`src/rtl/jtag_unlock_ctrl.sv`:
```
// jtag_unlock_ctrl: serial-password gate driving the JTAG write-lock register,
// with a failure counter and a timed lockout. Rev 1.0
`default_nettype none

module jtag_unlock_ctrl #(
  parameter int                    PW_WIDTH       = 32,
  parameter logic [PW_WIDTH-1:0]   PASSWORD       = 32'hA5C3_0F1E,
  parameter int                    MAX_ATTEMPTS   = 3,
  parameter int                    LOCKOUT_CYCLES = 1024
) (
  input  logic                                  clk,
  input  logic                                  reset,
  input  logic                                  shift_en,
  input  logic                                  tdi,
  input  logic                                  check,
  input  logic                                  relock,
  output logic                                  unlock_en,
  output logic                                  unlock_val,
  output logic                                  unlocked,
  output logic                                  in_lockout,
  output logic [$clog2(MAX_ATTEMPTS+1)-1:0]     fail_cnt
);

  localparam int CW = $clog2(PW_WIDTH + 1);
  localparam int FW = $clog2(MAX_ATTEMPTS + 1);
  localparam int TW = $clog2(LOCKOUT_CYCLES);

  localparam logic [CW-1:0] PW_FULL    = CW'(PW_WIDTH);
  localparam logic [CW-1:0] CNT_ONE    = CW'(1);
  localparam logic [FW-1:0] FAIL_ONE   = FW'(1);
  localparam logic [FW-1:0] FAIL_MAX   = FW'(MAX_ATTEMPTS);
  localparam logic [TW-1:0] TIMER_LOAD = TW'(LOCKOUT_CYCLES - 1);
  localparam logic [TW-1:0] TIMER_ONE  = TW'(1);

  typedef enum logic [1:0] {
    S_LOCKED   = 2'd0,
    S_UNLOCKED = 2'd1,
    S_LOCKOUT  = 2'd2
  } state_t;

  state_t              state, state_nxt;
  logic [PW_WIDTH-1:0] sr, sr_nxt;
  logic [CW-1:0]       bit_cnt, bit_cnt_nxt;
  logic [FW-1:0]       fail_nxt;
  logic [TW-1:0]       timer, timer_nxt;
  logic                en_nxt, val_nxt;
  logic                pw_match;

  assign pw_match = (bit_cnt == PW_FULL) && (sr == PASSWORD);

  // Reset leaves unlock_en high so the downstream register is forced locked
  // on every edge reset is held, and for the scrub edge right after it.
  always_ff @(posedge clk) begin
    if (reset) begin
      state      <= S_LOCKED;
      sr         <= '0;
      bit_cnt    <= '0;
      fail_cnt   <= '0;
      timer      <= '0;
      unlock_en  <= 1'b1;
      unlock_val <= 1'b0;
    end else begin
      state      <= state_nxt;
      sr         <= sr_nxt;
      bit_cnt    <= bit_cnt_nxt;
      fail_cnt   <= fail_nxt;
      timer      <= timer_nxt;
      unlock_en  <= en_nxt;
      unlock_val <= val_nxt;
    end
  end

  always_comb begin
    state_nxt   = state;
    sr_nxt      = sr;
    bit_cnt_nxt = bit_cnt;
    fail_nxt    = fail_cnt;
    timer_nxt   = timer;
    en_nxt      = 1'b0;
    val_nxt     = unlock_val;

    case (state)
      S_LOCKED: begin
        if (check) begin
          // check wins over a simultaneous shift: the pre-shift sr is judged
          sr_nxt      = '0;
          bit_cnt_nxt = '0;
          if (pw_match) begin
            state_nxt = S_UNLOCKED;
            fail_nxt  = '0;
            en_nxt    = 1'b1;
            val_nxt   = 1'b1;
          end else begin
            fail_nxt = fail_cnt + FAIL_ONE;
            if (fail_nxt == FAIL_MAX) begin
              state_nxt = S_LOCKOUT;
              timer_nxt = TIMER_LOAD;
            end
          end
        end else if (shift_en) begin
          sr_nxt = {sr[PW_WIDTH-2:0], tdi};
          if (bit_cnt != PW_FULL) begin
            bit_cnt_nxt = bit_cnt + CNT_ONE;
          end
        end
      end

      S_UNLOCKED: begin
        if (relock) begin
          state_nxt = S_LOCKED;
          en_nxt    = 1'b1;
          val_nxt   = 1'b0;
        end
      end

      S_LOCKOUT: begin
        if (timer == '0) begin
          state_nxt = S_LOCKED;
          fail_nxt  = '0;
          // The expiry edge already accepts a check; sr is empty, so it fails
          if (check) begin
            sr_nxt      = '0;
            bit_cnt_nxt = '0;
            fail_nxt    = FAIL_ONE;
            if (FAIL_ONE == FAIL_MAX) begin
              state_nxt = S_LOCKOUT;
              timer_nxt = TIMER_LOAD;
            end
          end
        end else begin
          timer_nxt = timer - TIMER_ONE;
        end
      end

      default: begin
        state_nxt   = S_LOCKED;
        sr_nxt      = '0;
        bit_cnt_nxt = '0;
        en_nxt      = 1'b1;
        val_nxt     = 1'b0;
      end
    endcase
  end

  assign unlocked   = (state == S_UNLOCKED);
  assign in_lockout = (state == S_LOCKOUT);

endmodule

`default_nettype wire

```
`config.mk`:
```
export PLATFORM = sky130hd
export DESIGN_NAME = jtag_unlock_ctrl
export DESIGN_NICKNAME = d
export VERILOG_FILES = /design/src/rtl/jtag_unlock_ctrl.sv
export SDC_FILE = /design/constraint.sdc
export NUM_CORES = 1
export LEC_CHECK = 0
export ABC_CLOCK_PERIOD_IN_PS = 2130
export BUFFER_PORTS_ARGS = -buffer_cell sky130_fd_sc_hd__buf_4
export CORE_ASPECT_RATIO = 0.9
export CORE_MARGIN = 2
export CORE_UTILIZATION = 45
export DETAILED_ROUTE_END_ITERATION = 6
export GPL_TIMING_DRIVEN = 0
export PLACE_DENSITY_LB_ADDON = 0.05
export SETUP_SLACK_MARGIN = 0.05
export SLEW_MARGIN = 20
export SYNTH_ARGS = -nofsm -noshare
export SYNTH_HDL_FRONTEND = slang
export SYNTH_SLANG_ARGS = --single-unit
```
`constraint.sdc`:
```
create_clock -name clk -period 2.13 [get_ports clk]
set_clock_uncertainty 0.05 [all_clocks]
set_input_delay 0.426 -clock clk [delete_from_list [all_inputs] [get_ports clk]]
set_output_delay 0.426 -clock clk [all_outputs]
set_load 0.02 [all_outputs]
```
==> results.txt <==
----------------------------------------------------
[Floorplanning]
  Effective utilization at floorplan ... 46.6%
  I/O pins ... 12
  Y dimension of the die ... about 88 um
  Die area ... about 0.0085 mm2
  Number of placement rows ... 30
  Core area ... ~0.0075 mm2
  Horizontal die dimension ... a little under 100 um

[Finish]
  Count of inserted antenna diode cells ... 0
  Number of fillers in the final layout ... between 700 and 800
  Ratio of cells with drive above 1 in the final layout ... between 30% and 40%
  Final net count ... 435
  Post-layout instance count excluding filler cells ... 521
  Post-synthesis to final-layout area growth ... 17.3%
  Top library cells by usage in the layout, fill and taps aside ... 44 x sky130_fd_sc_hd__a21oi_1, 39 x sky130_fd_sc_hd__dfxtp_1, 31 x sky130_fd_sc_hd__mux2_2, 31 x sky130_fd_sc_hd__o21ai_0, 31 x sky130_fd_sc_hd__a22oi_1
  Core utilization of the finished layout ... between 50% and 60%
  Leading cell type in the layout, fill and taps excluded ... sky130_fd_sc_hd__a21oi_1

[Worst setup path]
  Critical Path AT ... 2.23 ns
  Maximum net fanout on the critical path ... 7
  Bufs and invs on worst path ... 2
  Crit. End Element ... register
  Critical path launch point type ... register
  Top delay family on crit path ... simple AND/OR/NAND/NOR gates
  Register-to-register setup slack ... between 0.06 and 0.07 ns
  Standard cell with the maximum stage delay on the critical path ... sky130_fd_sc_hd__or4bb_4
  Required time of the worst setup path ... 2.29 ns
  Type of the setup path with the least slack ... reg2reg
  Largest stage delay on the critical path ... approximately 0.54 ns
  Worst setup path startpoint ... sr[28]
  Cell chain of the critical path ... or4bb_4 > nor4_4 > buf_4 > nand4_4 > o21ai_4 > buf_12 > o31ai_2
  Origin of the critical flop-to-flop path ... sr[28]

[Yosys]
  Count of flip-flops with a built-in enable after synthesis ... 0
  Top_reg_cell synth ... sky130_fd_sc_hd__dfxtp_1
  Post-synthesis instance total ... approximately 400
  Average cell area after synthesis ... between 8 and 9 um2
  Synthesized flop and latch total ... 54
  Async SR Flop Fraction ... 0%
  Distinct cells, synth ... 58
  Net count after synthesis ... around 410
  Total of warnings raised by yosys ... 0
  Portion of the post-synthesis area used by sequential elements ... 30.8%
  Netlist area before placement ... 0.00351 mm2

[Placement]
  Placed Cells ... ~500
  Placed wire-length estimate ... ~6000 um
  Pre-CTS setup slack ... -0.389 ns
  Count of input and output buffers ... 11
  Final Wtd Congestion ... slightly above 0.8

[Power and ir drop]
  Peak supply drop ... around 0.00024 V
  Power density over the cells ... approximately 540 mW/mm2
  Total power ... 2240 uW
  Leakage Power ... around 0.0014 uW

[Global route]
  Pin count of the biggest net entering global routing ... 16
  Overall global routing resource usage ... 22.2%
  Overflow after GRT ... 0
  Wire length of the first global-routing pass ... roughly 16,000 um
  Vias in the first global route ... 3,044
  Initial antenna violation count ... 0

[Timing]
  Worst rel slew slack ... 56.6%
  Count of final hold-check violations ... 0
  Final critical-path required period ... between 2 and 2.5 ns
  Fraction of the cycle the final worst path needs ... about 100%
  Pin slew with the least headroom to its limit ... roughly 0.65 ns
  Top achievable clock speed ... between 400 and 500 MHz
  Final max-slew violation count ... 0
  # setup viols final ... 0
  Setup repair after global routing missed its margin ... yes
  Slack of the critical path ... slightly above 0.06 ns

[Route]
  Total vias in the final route ... roughly 3,400
  Vias per cell ... roughly 6.5
  DRC violation count after routing ... 0
  WL final ... 9570 um
  Initial drt markers ... roughly 240
  ANT nets after route ... 0
  Number of detailed-route iterations in the first pass ... 5
  Routed wire per std cell ... between 15 and 20 um

[Job]
  Number of maximum-capacitance constraint violations ... 0

[Hold path]
  HP Class ... in2reg
  Hold path startpoint ... relock

[CTS]
  Number of buffers added by the clock tree synthesis step ... 5
  Insertion delay of the later-clocked pin in the worst-skew pair ... ~0.32 ns
  H-tree levels ... 2
  Register clock-pin slew on the reported worst setup and hold paths ... about 0.1 ns
  CTS Buffer Depth ... 2
  Clock tree from TritonCTS ... done
  Total clock sinks ... 54
  Clock Tree Root ... sky130_fd_sc_hd__clkbuf_8
  Number of hold buffers added after CTS ... 0

[Status]
  Run status ... finished clean

----------------------------------------------------
routing by layer:
| metal | up-vias | share of wire (%) | global-route usage (%) | wire length, um |
|---|---|---|---|---|
| met5 | - | 0 | 0 | 0 |
| met4 | 0 | 1.0 | 6.27 | 97 |
| met3 | 9 | 4.4 | 2.87 | 424 |
| met2 | 89 | 43 | 33.0 | 4120 |
| met1 | 1631 | 51 | 33.9 | 4930 |
| li1 | 1635 | - | - | - |
cells in the mapped netlist (2+ instances only):
library cell,count,area share (%)
sky130_fd_sc_hd__dfxtp_1,54,31
sky130_fd_sc_hd__a21oi_1,44,6.3
sky130_fd_sc_hd__a22oi_1,32,6.8
sky130_fd_sc_hd__mux2_2,31,9.9
sky130_fd_sc_hd__o21ai_0,31,4.4
sky130_fd_sc_hd__a221o_1,29,8.3
sky130_fd_sc_hd__clkbuf_1,21,2.2
sky130_fd_sc_hd__nor2_1,19,2.0
sky130_fd_sc_hd__inv_1,15,1.6
sky130_fd_sc_hd__nand2_1,11,1.2
sky130_fd_sc_hd__a31oi_1,7,1.2
sky130_fd_sc_hd__o31ai_2,7,2.5
sky130_fd_sc_hd__buf_2,5,0.71
sky130_fd_sc_hd__ha_1,5,1.8
sky130_fd_sc_hd__nand3_1,5,0.71
sky130_fd_sc_hd__nor3_1,5,0.71
sky130_fd_sc_hd__a211oi_1,4,0.85
sky130_fd_sc_hd__and2_1,4,0.71
sky130_fd_sc_hd__buf_6,4,1.3
sky130_fd_sc_hd__or4bb_1,4,1.3
sky130_fd_sc_hd__a21o_1,3,0.64
sky130_fd_sc_hd__and3_1,3,0.53
sky130_fd_sc_hd__buf_1,3,0.32
sky130_fd_sc_hd__nand4_1,3,0.53
sky130_fd_sc_hd__nor4_1,3,0.53
sky130_fd_sc_hd__o21ai_1,3,0.43
sky130_fd_sc_hd__o31ai_1,3,0.64
sky130_fd_sc_hd__a211oi_2,2,0.71
sky130_fd_sc_hd__a221o_2,2,0.64
sky130_fd_sc_hd__a41oi_1,2,0.50
sky130_fd_sc_hd__nand2b_1,2,0.36
sky130_fd_sc_hd__nand4b_1,2,0.50
sky130_fd_sc_hd__nor2b_1,2,0.36
sky130_fd_sc_hd__nor3_2,2,0.57
worst paths after layout:
kind | end | cells past startpoint
worst min-delay path | state[0] | 3
worst max register to register | timer[2] | 7
worst min register to register | unlock_val | 1
worst max-delay path | timer[2] | 7
metrics by stage:
stage | cell area, um2 | hold slack [ns] | TNS (ns)
6_report | 4120 | 0.362 | 0
5_1_grt | 4120 | 0.384 | -0.00906
4_1_cts | 3990 | 0.360 | -0.0287
3_5_place_dp | 3720 | 0.406 | -12.76
3_3_place_gp | 3720 | 0.401 | -12.95
2_1_floorplan | 3510 | 0.385 | 0
cells by family (layout without fill, tap and decap cells):
group	after synthesis	in the layout	synth area share, %
DFF	54	54	30.8
buffers and inverters	49	76	6.37
adders and majority gates	5	5	1.78
muxes	33	33	10.5
and+or+nand+nor	73	74	13.0
AOI/OAI and AO/OA	181	182	37.3
xor gates and xnor gates	1	1	0.249
where the power goes:
group	switching, uW	internal (uW)
Combinational	345	195
Sequential	38.4	1030
Clock	365	264
registers in the layout, summed over array words and instances, names as in the netlist:
signal and count:
sr 32, bit_cnt 6, unlock_en 1, timer 10, unlock_val 1, fail_cnt 2
state 2
what timing repair did:
action,CTS,global route
setup endpoints to repair,49,51
pin swaps,7,12
resized for setup,29,33
gates cloned,2,0
buffers inserted,7,3
cell type report:
class                   count  area [um2]  area share [%]
flip-flops and latches     54        1110            26.9
clock buffers               7        86.3            2.10
repair buffers             21         170            4.13
well taps                  96         120            2.92
clock inverters             1        5.00           0.121
inverters                  15        56.3            1.37
multi-input cells         295        2390            58.1
plain buffers              32         179            4.34
tightest hold or removal path: stages:
cell and delay [ns]:
sky130_fd_sc_hd__buf_4 0.10, sky130_fd_sc_hd__nand2b_1 0.11, sky130_fd_sc_hd__a211oi_2 0.06
(Power assumes the default switching activity.)
